### src/rtl/pong_pkg.sv
// Shared Pong constants: match FSM encoding, score/level widths and round limits.
package pong_pkg;

    localparam int unsigned STATE_W = 3;
    localparam int unsigned SCORE_W = 3;
    localparam int unsigned LEVEL_W = 3;
    localparam int unsigned WINNER_W = 2;

    localparam int unsigned WIN_SCORE_DEF = 7;
    localparam int unsigned MAX_LEVEL_DEF = 7;

    typedef logic [STATE_W-1:0] match_state_t;

    localparam match_state_t ST_IDLE  = 3'd0;
    localparam match_state_t ST_SERVE = 3'd1;
    localparam match_state_t ST_PLAY  = 3'd2;
    localparam match_state_t ST_PAUSE = 3'd3;
    localparam match_state_t ST_POINT = 3'd4;
    localparam match_state_t ST_LEVEL = 3'd5;
    localparam match_state_t ST_OVER  = 3'd6;

endpackage

### src/rtl/match_timer.sv
// Loadable down-counter that parks at zero; shared by the serve and point delays.
module match_timer #(
    parameter int unsigned CNT_W = 26
) (
    input  logic             clk,
    input  logic             reset,
    input  logic             load,
    input  logic [CNT_W-1:0] load_val,
    output logic             zero_c
);

    logic [CNT_W-1:0] count;

    always_ff @(posedge clk or negedge reset) begin
        if (!reset) begin
            count <= '0;
        end else if (load) begin
            count <= load_val;
        end else if (count != '0) begin
            count <= count - CNT_W'(1);
        end
    end

    assign zero_c = (count == '0);

endmodule

### src/rtl/pong_match_ctrl.sv
// Pong match sequencer: serve/play/pause/point/level/game-over flow driving ball,
// paddles, score clear, level and audio pulses.
module pong_match_ctrl
    import pong_pkg::*;
#(
    parameter int unsigned WIN_SCORE = WIN_SCORE_DEF,
    parameter int unsigned MAX_LEVEL = MAX_LEVEL_DEF,
    parameter int unsigned SERVE_DLY = 25_000_000,
    parameter int unsigned POINT_DLY = 50_000_000,
    parameter int unsigned CNT_W     = 26
) (
    input  logic                clk,
    input  logic                reset,
    input  logic                start_sw,
    input  logic                pause_sw,
    input  logic                p1_point,
    input  logic                p2_point,
    input  logic [SCORE_W-1:0]  p1_total,
    input  logic [SCORE_W-1:0]  p2_total,
    output logic                ball_run,
    output logic                round_rst_n,
    output logic                score_clr,
    output logic [LEVEL_W-1:0]  level,
    output logic                lvl_up,
    output logic                win,
    output logic [WINNER_W-1:0] winner,
    output logic [STATE_W-1:0]  state_o
);

    logic start_m, start_s, start_s_d;
    logic pause_m, pause_s;

    match_state_t state_q, state_d;

    logic                score_clr_d, lvl_up_d, win_d;
    logic                ball_run_d, round_rst_n_d;
    logic [LEVEL_W-1:0]  level_d;
    logic [WINNER_W-1:0] winner_d;

    logic             start_edge_c;
    logic             p1_win_c, p2_win_c;
    logic             timer_load_c;
    logic [CNT_W-1:0] timer_val_c;
    logic             timer_zero_c;

    // Two-flop synchronisers plus a delayed copy of start for edge detection
    always_ff @(posedge clk or negedge reset) begin
        if (!reset) begin
            start_m   <= 1'b0;
            start_s   <= 1'b0;
            start_s_d <= 1'b0;
            pause_m   <= 1'b0;
            pause_s   <= 1'b0;
        end else begin
            start_m   <= start_sw;
            start_s   <= start_m;
            start_s_d <= start_s;
            pause_m   <= pause_sw;
            pause_s   <= pause_m;
        end
    end

    assign start_edge_c = start_s & ~start_s_d;
    assign p1_win_c     = (p1_total >= SCORE_W'(WIN_SCORE));
    assign p2_win_c     = (p2_total >= SCORE_W'(WIN_SCORE));

    always_comb begin
        state_d     = state_q;
        score_clr_d = 1'b0;
        lvl_up_d    = 1'b0;
        win_d       = 1'b0;
        level_d     = level;
        winner_d    = winner;

        case (state_q)
            ST_IDLE: begin
                if (start_edge_c) begin
                    score_clr_d = 1'b1;
                    level_d     = '0;
                    winner_d    = '0;
                    state_d     = ST_SERVE;
                end
            end
            ST_SERVE: begin
                if (!start_s)          state_d = ST_IDLE;
                else if (timer_zero_c) state_d = ST_PLAY;
            end
            ST_PLAY: begin
                if (!start_s)                  state_d = ST_IDLE;
                else if (p1_point || p2_point) state_d = ST_POINT;
                else if (pause_s)              state_d = ST_PAUSE;
            end
            ST_PAUSE: begin
                if (!start_s)      state_d = ST_IDLE;
                else if (!pause_s) state_d = ST_PLAY;
            end
            ST_POINT: begin
                // Totals have settled by the time the freeze expires
                if (!start_s) begin
                    state_d = ST_IDLE;
                end else if (timer_zero_c) begin
                    if (p1_win_c || p2_win_c) begin
                        winner_d = {p2_win_c, p1_win_c};
                        win_d    = 1'b1;
                        state_d  = (level < LEVEL_W'(MAX_LEVEL)) ? ST_LEVEL : ST_OVER;
                    end else begin
                        state_d = ST_SERVE;
                    end
                end
            end
            ST_LEVEL: begin
                if (!start_s) begin
                    state_d = ST_IDLE;
                end else begin
                    if (level < LEVEL_W'(MAX_LEVEL)) level_d = level + LEVEL_W'(1);
                    lvl_up_d    = 1'b1;
                    score_clr_d = 1'b1;
                    state_d     = ST_SERVE;
                end
            end
            ST_OVER: begin
                if (!start_s) state_d = ST_IDLE;
            end
            default: state_d = ST_IDLE;
        endcase
    end

    // Outputs decode from the next state so they line up with state_o
    assign ball_run_d    = (state_d == ST_PLAY);
    assign round_rst_n_d = (state_d == ST_PLAY) || (state_d == ST_PAUSE) || (state_d == ST_POINT);
    assign timer_load_c  = (state_d != state_q) && ((state_d == ST_SERVE) || (state_d == ST_POINT));
    assign timer_val_c   = (state_d == ST_SERVE) ? CNT_W'(SERVE_DLY - 1) : CNT_W'(POINT_DLY - 1);

    always_ff @(posedge clk or negedge reset) begin
        if (!reset) begin
            state_q     <= ST_IDLE;
            ball_run    <= 1'b0;
            round_rst_n <= 1'b0;
            score_clr   <= 1'b0;
            level       <= '0;
            lvl_up      <= 1'b0;
            win         <= 1'b0;
            winner      <= '0;
        end else begin
            state_q     <= state_d;
            ball_run    <= ball_run_d;
            round_rst_n <= round_rst_n_d;
            score_clr   <= score_clr_d;
            level       <= level_d;
            lvl_up      <= lvl_up_d;
            win         <= win_d;
            winner      <= winner_d;
        end
    end

    assign state_o = state_q;

    match_timer #(
        .CNT_W(CNT_W)
    ) u_timer (
        .clk     (clk),
        .reset   (reset),
        .load    (timer_load_c),
        .load_val(timer_val_c),
        .zero_c  (timer_zero_c)
    );

endmodule

### config.mk
export PLATFORM = sky130hd
export DESIGN_NAME = pong_match_ctrl
export DESIGN_NICKNAME = d
export VERILOG_FILES = /design/src/rtl/pong_pkg.sv /design/src/rtl/match_timer.sv /design/src/rtl/pong_match_ctrl.sv
export SDC_FILE = /design/constraint.sdc
export NUM_CORES = 1
export LEC_CHECK = 0
export BUFFER_PORTS_ARGS = -buffer_cell sky130_fd_sc_hd__buf_2
export CORE_ASPECT_RATIO = 0.7
export CORE_MARGIN = 4
export CORE_UTILIZATION = 40
export DETAILED_ROUTE_END_ITERATION = 10
export GPL_ROUTABILITY_DRIVEN = 0
export PLACE_DENSITY = 0.61
export SYNTH_ARGS = -nofsm -noshare
export SYNTH_HDL_FRONTEND = slang
export SYNTH_SLANG_ARGS = --single-unit
### constraint.sdc
create_clock -name clk -period 4.3 [get_ports clk]
set_input_delay 0.43 -clock clk [delete_from_list [all_inputs] [get_ports clk]]
set_output_delay 0.43 -clock clk [all_outputs]
set_load 0.01 [all_outputs]
# Word level (Yosys, flattened, before mapping)
# Cells that the tools add are included.
# totals
elab_cells,87
register_bits,44
inputBits,12
output_inout_bits,13
# classes
mux,35
bitwise_logic,2
order_cmp,3
n_reduce_logical,14
add_sub_neg,2
eq_ne,17
# op_table
op,count
$mux W26,3
$mux W3,15
$logic_not A26 Y1,1
$reduce_bool A26 Y1,1
$sub A26 B1 Y26 const B,1
$pmux W3 S7,1
$eq A3 B2 Y1 const B,4
$eq A3 B3 Y1 const B,4
$ne A2 B2 Y1 const B,6
$mux W2,5
$mux W1,8
$eq A3 B1 Y1 const B,2
$ge A3 B3 Y1 const B,2
$pmux W3 S2,1
$reduce_bool A2 Y1,3
$logic_or A1 B1 Y1,5
$reduce_and A5 Y1,1
$pmux W2 S2,1
$reduce_and A4 Y1,1
$add A3 B1 Y3 const B,1
$logic_not A3 Y1,1
$lt A3 B3 Y1 const B,1
$ne A3 B3 Y1,1
$pmux W1 S2,1
other kinds (3),3

# Depth between registers and ports, before layout
# logic_depth
depth_word,10
ltp_mapped,9
mapped_depth_nobuf,8

# Modules after synthesis
# Synthesis repeated with hierarchy kept, for this count alone.
# unflattened
cells_unflattened,263
hier_area_um2,2462.4
# by_module_without_submodules
mod,seq_area_each_um2,instances,cells_each,area_per_inst_um2
match_timer,650.6,1,171,1535.2
pong_match_ctrl,450.4,1,92,927.1

# Least setup slack after synthesis
# OpenSTA, ideal clock, no wires.
# synth_path
path_type,register to register
from,register u_timer.count[0]
to,register u_timer.count[9]
stages_incl_launch_ff,10
arrival_time_ns,2.192
setup_ns,0.120
t_required_ns,4.180
period_less_slack_ns,2.311
path_buffers,1
path_slack_ns,1.989
cell_sequence,dfrtp_1 > inv_1 > ha_1 > nor4b_4 > nand3_2 > or2_1 > a311o_1 > a211o_1 > buf_6 > and3_1
# synth_between
elab_chain_len,8
elab_cells_between_ends,16
classes_between,add/sub (1); eq/ne (3); mux (7); reduce/logical (5)
# synth_lines
element,line_no,text
start: declaration,match_timer.sv:12,logic [CNT_W-1:0] count;
start signal: assignment,match_timer.sv:18,count <= load_val;
start signal: assignment,match_timer.sv:20,count <= count - CNT_W'(1);
$logic_not A26 Y1,match_timer.sv:24,assign zero_c = (count == '0);
$mux W3 (on tied branches),"pong_match_ctrl.sv:101, pong_match_ctrl.sv:86",
$mux W3 (on tied branches),"pong_match_ctrl.sv:99, pong_match_ctrl.sv:85",
$pmux W3 S7,pong_match_ctrl.sv:75,case (state_q)
$eq A3 B1 Y1 / $eq A3 B3 Y1 (equally long branches),pong_match_ctrl.sv:131,assign timer_load_c = (state_d != state_q) && ((state_d == ST_SERVE) || (state_d == ST_POINT));
$logic_or A1 B1 Y1,pong_match_ctrl.sv:131,
$logic_and A1 B1 Y1,pong_match_ctrl.sv:131,
$mux W26 / $reduce_bool A2 Y1 (equally long branches),--,
# Several ways; a longest one is shown, not always the timed one. The select of a mux whose other input is x is not followed.
# A chain may end at the register's enable or synchronous reset.

# Final worst setup path
# layout_path
from,register u_timer.count[0]
to,register u_timer.count[7]
# The elaborated chain is that of the path after synthesis.

==> results.py <==
metrics = {
    "outcome": {
        "status": "complete, no violations",
    },
    "routing": {
        "viasPerCell": 5.38,
        "drc": 0,
        "drtIter0Drc": 88,
        "ant_nets": 0,
        "drtPass1Iterations": 4,
        "wl_per_cell_um": 14.4,
        "routed_wl_um": 4730,
        "dr_total_vias": 1769,
    },
    "synthesis": {
        "synth_compound_area_share_pct": 9.66,
        "yosysWarnings": 0,
        "synth-xor-area-share_pct": 8.74,
        "synth_edf_count": 0,
        "synth_mux_area_share_pct": 2.28,
        "synth_nets": 249,
        "ys_types": 49,
        "yosys-top-cells-area": "dfrtp_1, xnor2_1, nand3_1, nor3_1, o21ai_0",
        "synth_top_area_cell": "dfrtp_1",
        "synth_top_area_share_pct": 47.8,
        "postSynthCellCount": 235,
        "post_synth_and_or_nand_nor_area_fraction_pct": 28.0,
        "ys.flop_type": "dfrtp_1",
        "ys_async_sr_fraction_pct": 100,
        "synth_top_family_by_area": "simple AND/OR/NAND/NOR gates",
        "seq_area_frac_synth_pct": 47.8,
        "ys_seq_elements": 44,
        "yosys.area_share.adder_pct": 1.09,
        "synth_area_um2": 2300,
        "syn_avg_cell_area_um2": 9.81,
    },
    "layout": {
        "stdcell_count": 329,
        "syn2layout_area_growth_pct": 11.9,
        "final_area_um2": 2580,
        "fin_nets": 270,
        "drive_gt1_share_pct": 17.1,
        "antenna_cells": 0,
    },
    "critical_path": {
        "worst_ep_required_time_ns": 4.50,
        "critical_path.startpoint_type": "flip-flop",
        "cp_max_fo": 21,
        "end_kind": "flip-flop",
        "r2r-end": "u_timer.count[7]$_DFFE_PN0P_",
        "r2r_slack_ns": 1.45,
        "path_class": "reg2reg",
        "worstPathArrival_ns": 3.05,
        "r2r_cells": 8,
        "reg2reg_from": "u_timer.count[0]$_DFFE_PN0P_",
    },
    "floorplan": {
        "core_area_um2": 5400,
        "boundaryPins": 25,
        "die_w_um": 98.7,
        "initial_core_util_pct": 42.7,
        "die_y_um": 71.5,
        "placementRows": 22,
        "die_area_um2": 7060,
    },
    "pwr": {
        "p_clk_share_pct": 33.2,
        "intPower_uw": 689,
        "pwr_density_cell_nw_per_um2": 369,
        "ir_drop_v": 0.000177,
        "switching_share_pct": 27.6,
        "seqPwrFrac_pct": 52.1,
        "switchingPower_uw": 262,
        "p_leak_uw": 0.00110,
        "pwr-share-comb_pct": 14.8,
    },
    "timing": {
        "min_period_ns": 2.85,
        "finalSetupViolations": 0,
        "setup_tns_ns": 0,
        "slew_headroom_pct": 35.9,
        "rsz0062_at_grt": "no",
        "worst_pin_slew_ns": 0.962,
        "finalMaxSlewViolations": 0,
        "hold_viol": 0,
        "fmax_mhz": 351,
        "finalClockSkew_ns": 0.0132,
        "post-route-period-util_pct": 66.3,
    },
    "grt": {
        "gr-usage-met1_pct": 22.7,
        "grt-ovfl-total": 0,
        "grt.busiest_layer": "met1",
        "grt_pass1_wl_um": 8140,
        "track_usage_pct": 14.6,
        "grt_max_degree": 45,
        "grt_util_met2_pct": 18.3,
        "grt_pass1_vias": 1628,
        "grt_antenna_before_repair": 0,
        "grt_use_met3_pct": 3.70,
    },
    "place": {
        "post_dp_cell_area_um2": 2470,
        "dp_hpwl_um": 3360,
        "io_buffers": 24,
        "dp_cells": 321,
    },
    "job": {
        "maxCapViolations": 0,
    },
    "cts": {
        "cts_buffers": 5,
        "worstSkewPairLatency_ns": 0.31,
        "cts_hold_buffers": 0,
        "cts_buffer_depth": 2,
        "cts-root-buf": "clkbuf_8",
        "cts.clk_slew.worst_paths_ns": 0.08,
        "cts_resized": 0,
        "cts.sinks": 44,
        "cts_tree": "built",
        "htree_levels": 2,
        "postCtsSetupRepairBufs": 0,
    },
    "worst_hold_path": {
        "hold_end": "start_m$_DFF_PN0_",
        "hold_path_depth": 1,
        "hold_path.class": "in2reg",
        "hp-start": "start_sw",
    },
}
==> layout by cell type, fill, tap and decap left out, types with 2 or more instances in the layout <==
master	instances
xor2_1	8
mux2_2	2
ha_1	2
nor2_1	20
nand3_1	20
buf_2	24
nor4_1	5
or2_2	2
nor3_1	16
inv_1	3
a21oi_1	3
nand2b_1	6
a22o_1	2
nand2_1	15
nor2b_1	4
clkbuf_8	5
and3_1	4
o21ai_0	16
and2_1	2
dfrtp_1	44
mux2i_1	3
nand4_1	2
nor4b_1	3
or3_1	5
xnor2_1	15
==> critical path: stages, from the launching register on <==
cell,delay [ns]
dfrtp_1,0.40
inv_1,0.10
ha_1,0.20
nor4b_4,0.30
nand3_2,0.17
or2_1,0.41
a311o_1,0.37
a211o_1,0.51
and3_1,0.28
==> cell usage after synthesis, types with 4 or more instances <==
master	n
nor2b_1	4
clkbuf_1	8
nand3_1	20
dfrtp_1	44
o21ai_0	16
or3_1	5
and3_1	4
nor3_1	16
nor2_1	20
xnor2_1	15
nor4_1	5
nand2b_1	6
xor2_1	8
nand2_1	15
==> routing by layer <==
layer	share of wire, %	vias to the layer above
met3	6.9	6
met2	38	40
met5	0	-
li1	-	882
met4	1.7	0
met1	53	841
==> sequential cells by signal, summed over array words and instances (netlist names), 2 cells and up <==
signal and count:
u_timer.count 26, level 3, state_o 3, winner 2
==> area by class of cell <==
class	count	area [um^2]
Inverter	3	11.3
Multi-Input combinational cell	178	1150
Clock buffer	5	68.8
Sequential cell	44	1100
Timing Repair Buffer	24	120
Clock inverter	3	42.5
Fill cell	534	2820
Tap cell	72	90.1
==> power groups by stage <==
| stage | Sequential (uW) | Combinational, uW | Clock [uW] |
|---|---|---|---|
| after floorplan | 493 | 110 | 0 |
| after global placement | 503 | 142 | 0 |
| after detailed placement | 503 | 140 | 0 |
| after CTS | 495 | 142 | 326 |
| after global routing | 502 | 158 | 339 |
| final | 495 | 140 | 315 |
==> through the flow <==
step / utilization (%) / hold WS (ns) / total power, uW / worst slack [ns]
6_report: 47.8 / 0.229 / 951 / 1.45
5_1_grt: 47.8 / 0.216 / 999 / 1.17
4_1_cts: 47.8 / 0.215 / 963 / 1.45
3_5_place_dp: 45.8 / 0.336 / 642 / 1.46
3_3_place_gp: 45.8 / 0.335 / 645 / 1.53
2_1_floorplan: - / 0.134 / 603 / 1.99
==> how the worst max path moves through the flow <==
stage	start	endpoint	slack (ns)	cells past startpoint
detailed placement	u_timer.count[0]$_DFFE_PN0P_	u_timer.count[7]$_DFFE_PN0P_	1.46	8
CTS	u_timer.count[0]$_DFFE_PN0P_	u_timer.count[7]$_DFFE_PN0P_	1.45	8
global placement	u_timer.count[0]$_DFFE_PN0P_	u_timer.count[10]$_DFFE_PN0P_	1.53	8
finish	u_timer.count[0]$_DFFE_PN0P_	u_timer.count[7]$_DFFE_PN0P_	1.45	8
global route	u_timer.count[0]$_DFFE_PN0P_	u_timer.count[18]$_DFFE_PN0P_	1.17	8
floorplan	u_timer.count[0]$_DFFE_PN0P_	u_timer.count[9]$_DFFE_PN0P_	1.99	9
==> logic make-up (layout without fill, tap and decap cells) <==
logic type                 count (synthesis)  in the layout
AOI/OAI and AO/OA                         34             34
xor gates and xnor gates                  23             23
adders and majority gates                  2              2
buffers and inverters                     13             35
and+or+nand+nor                          114            114
muxes                                      5              5
DFF                                       44             44
Power figures use the tool's default switching activity.
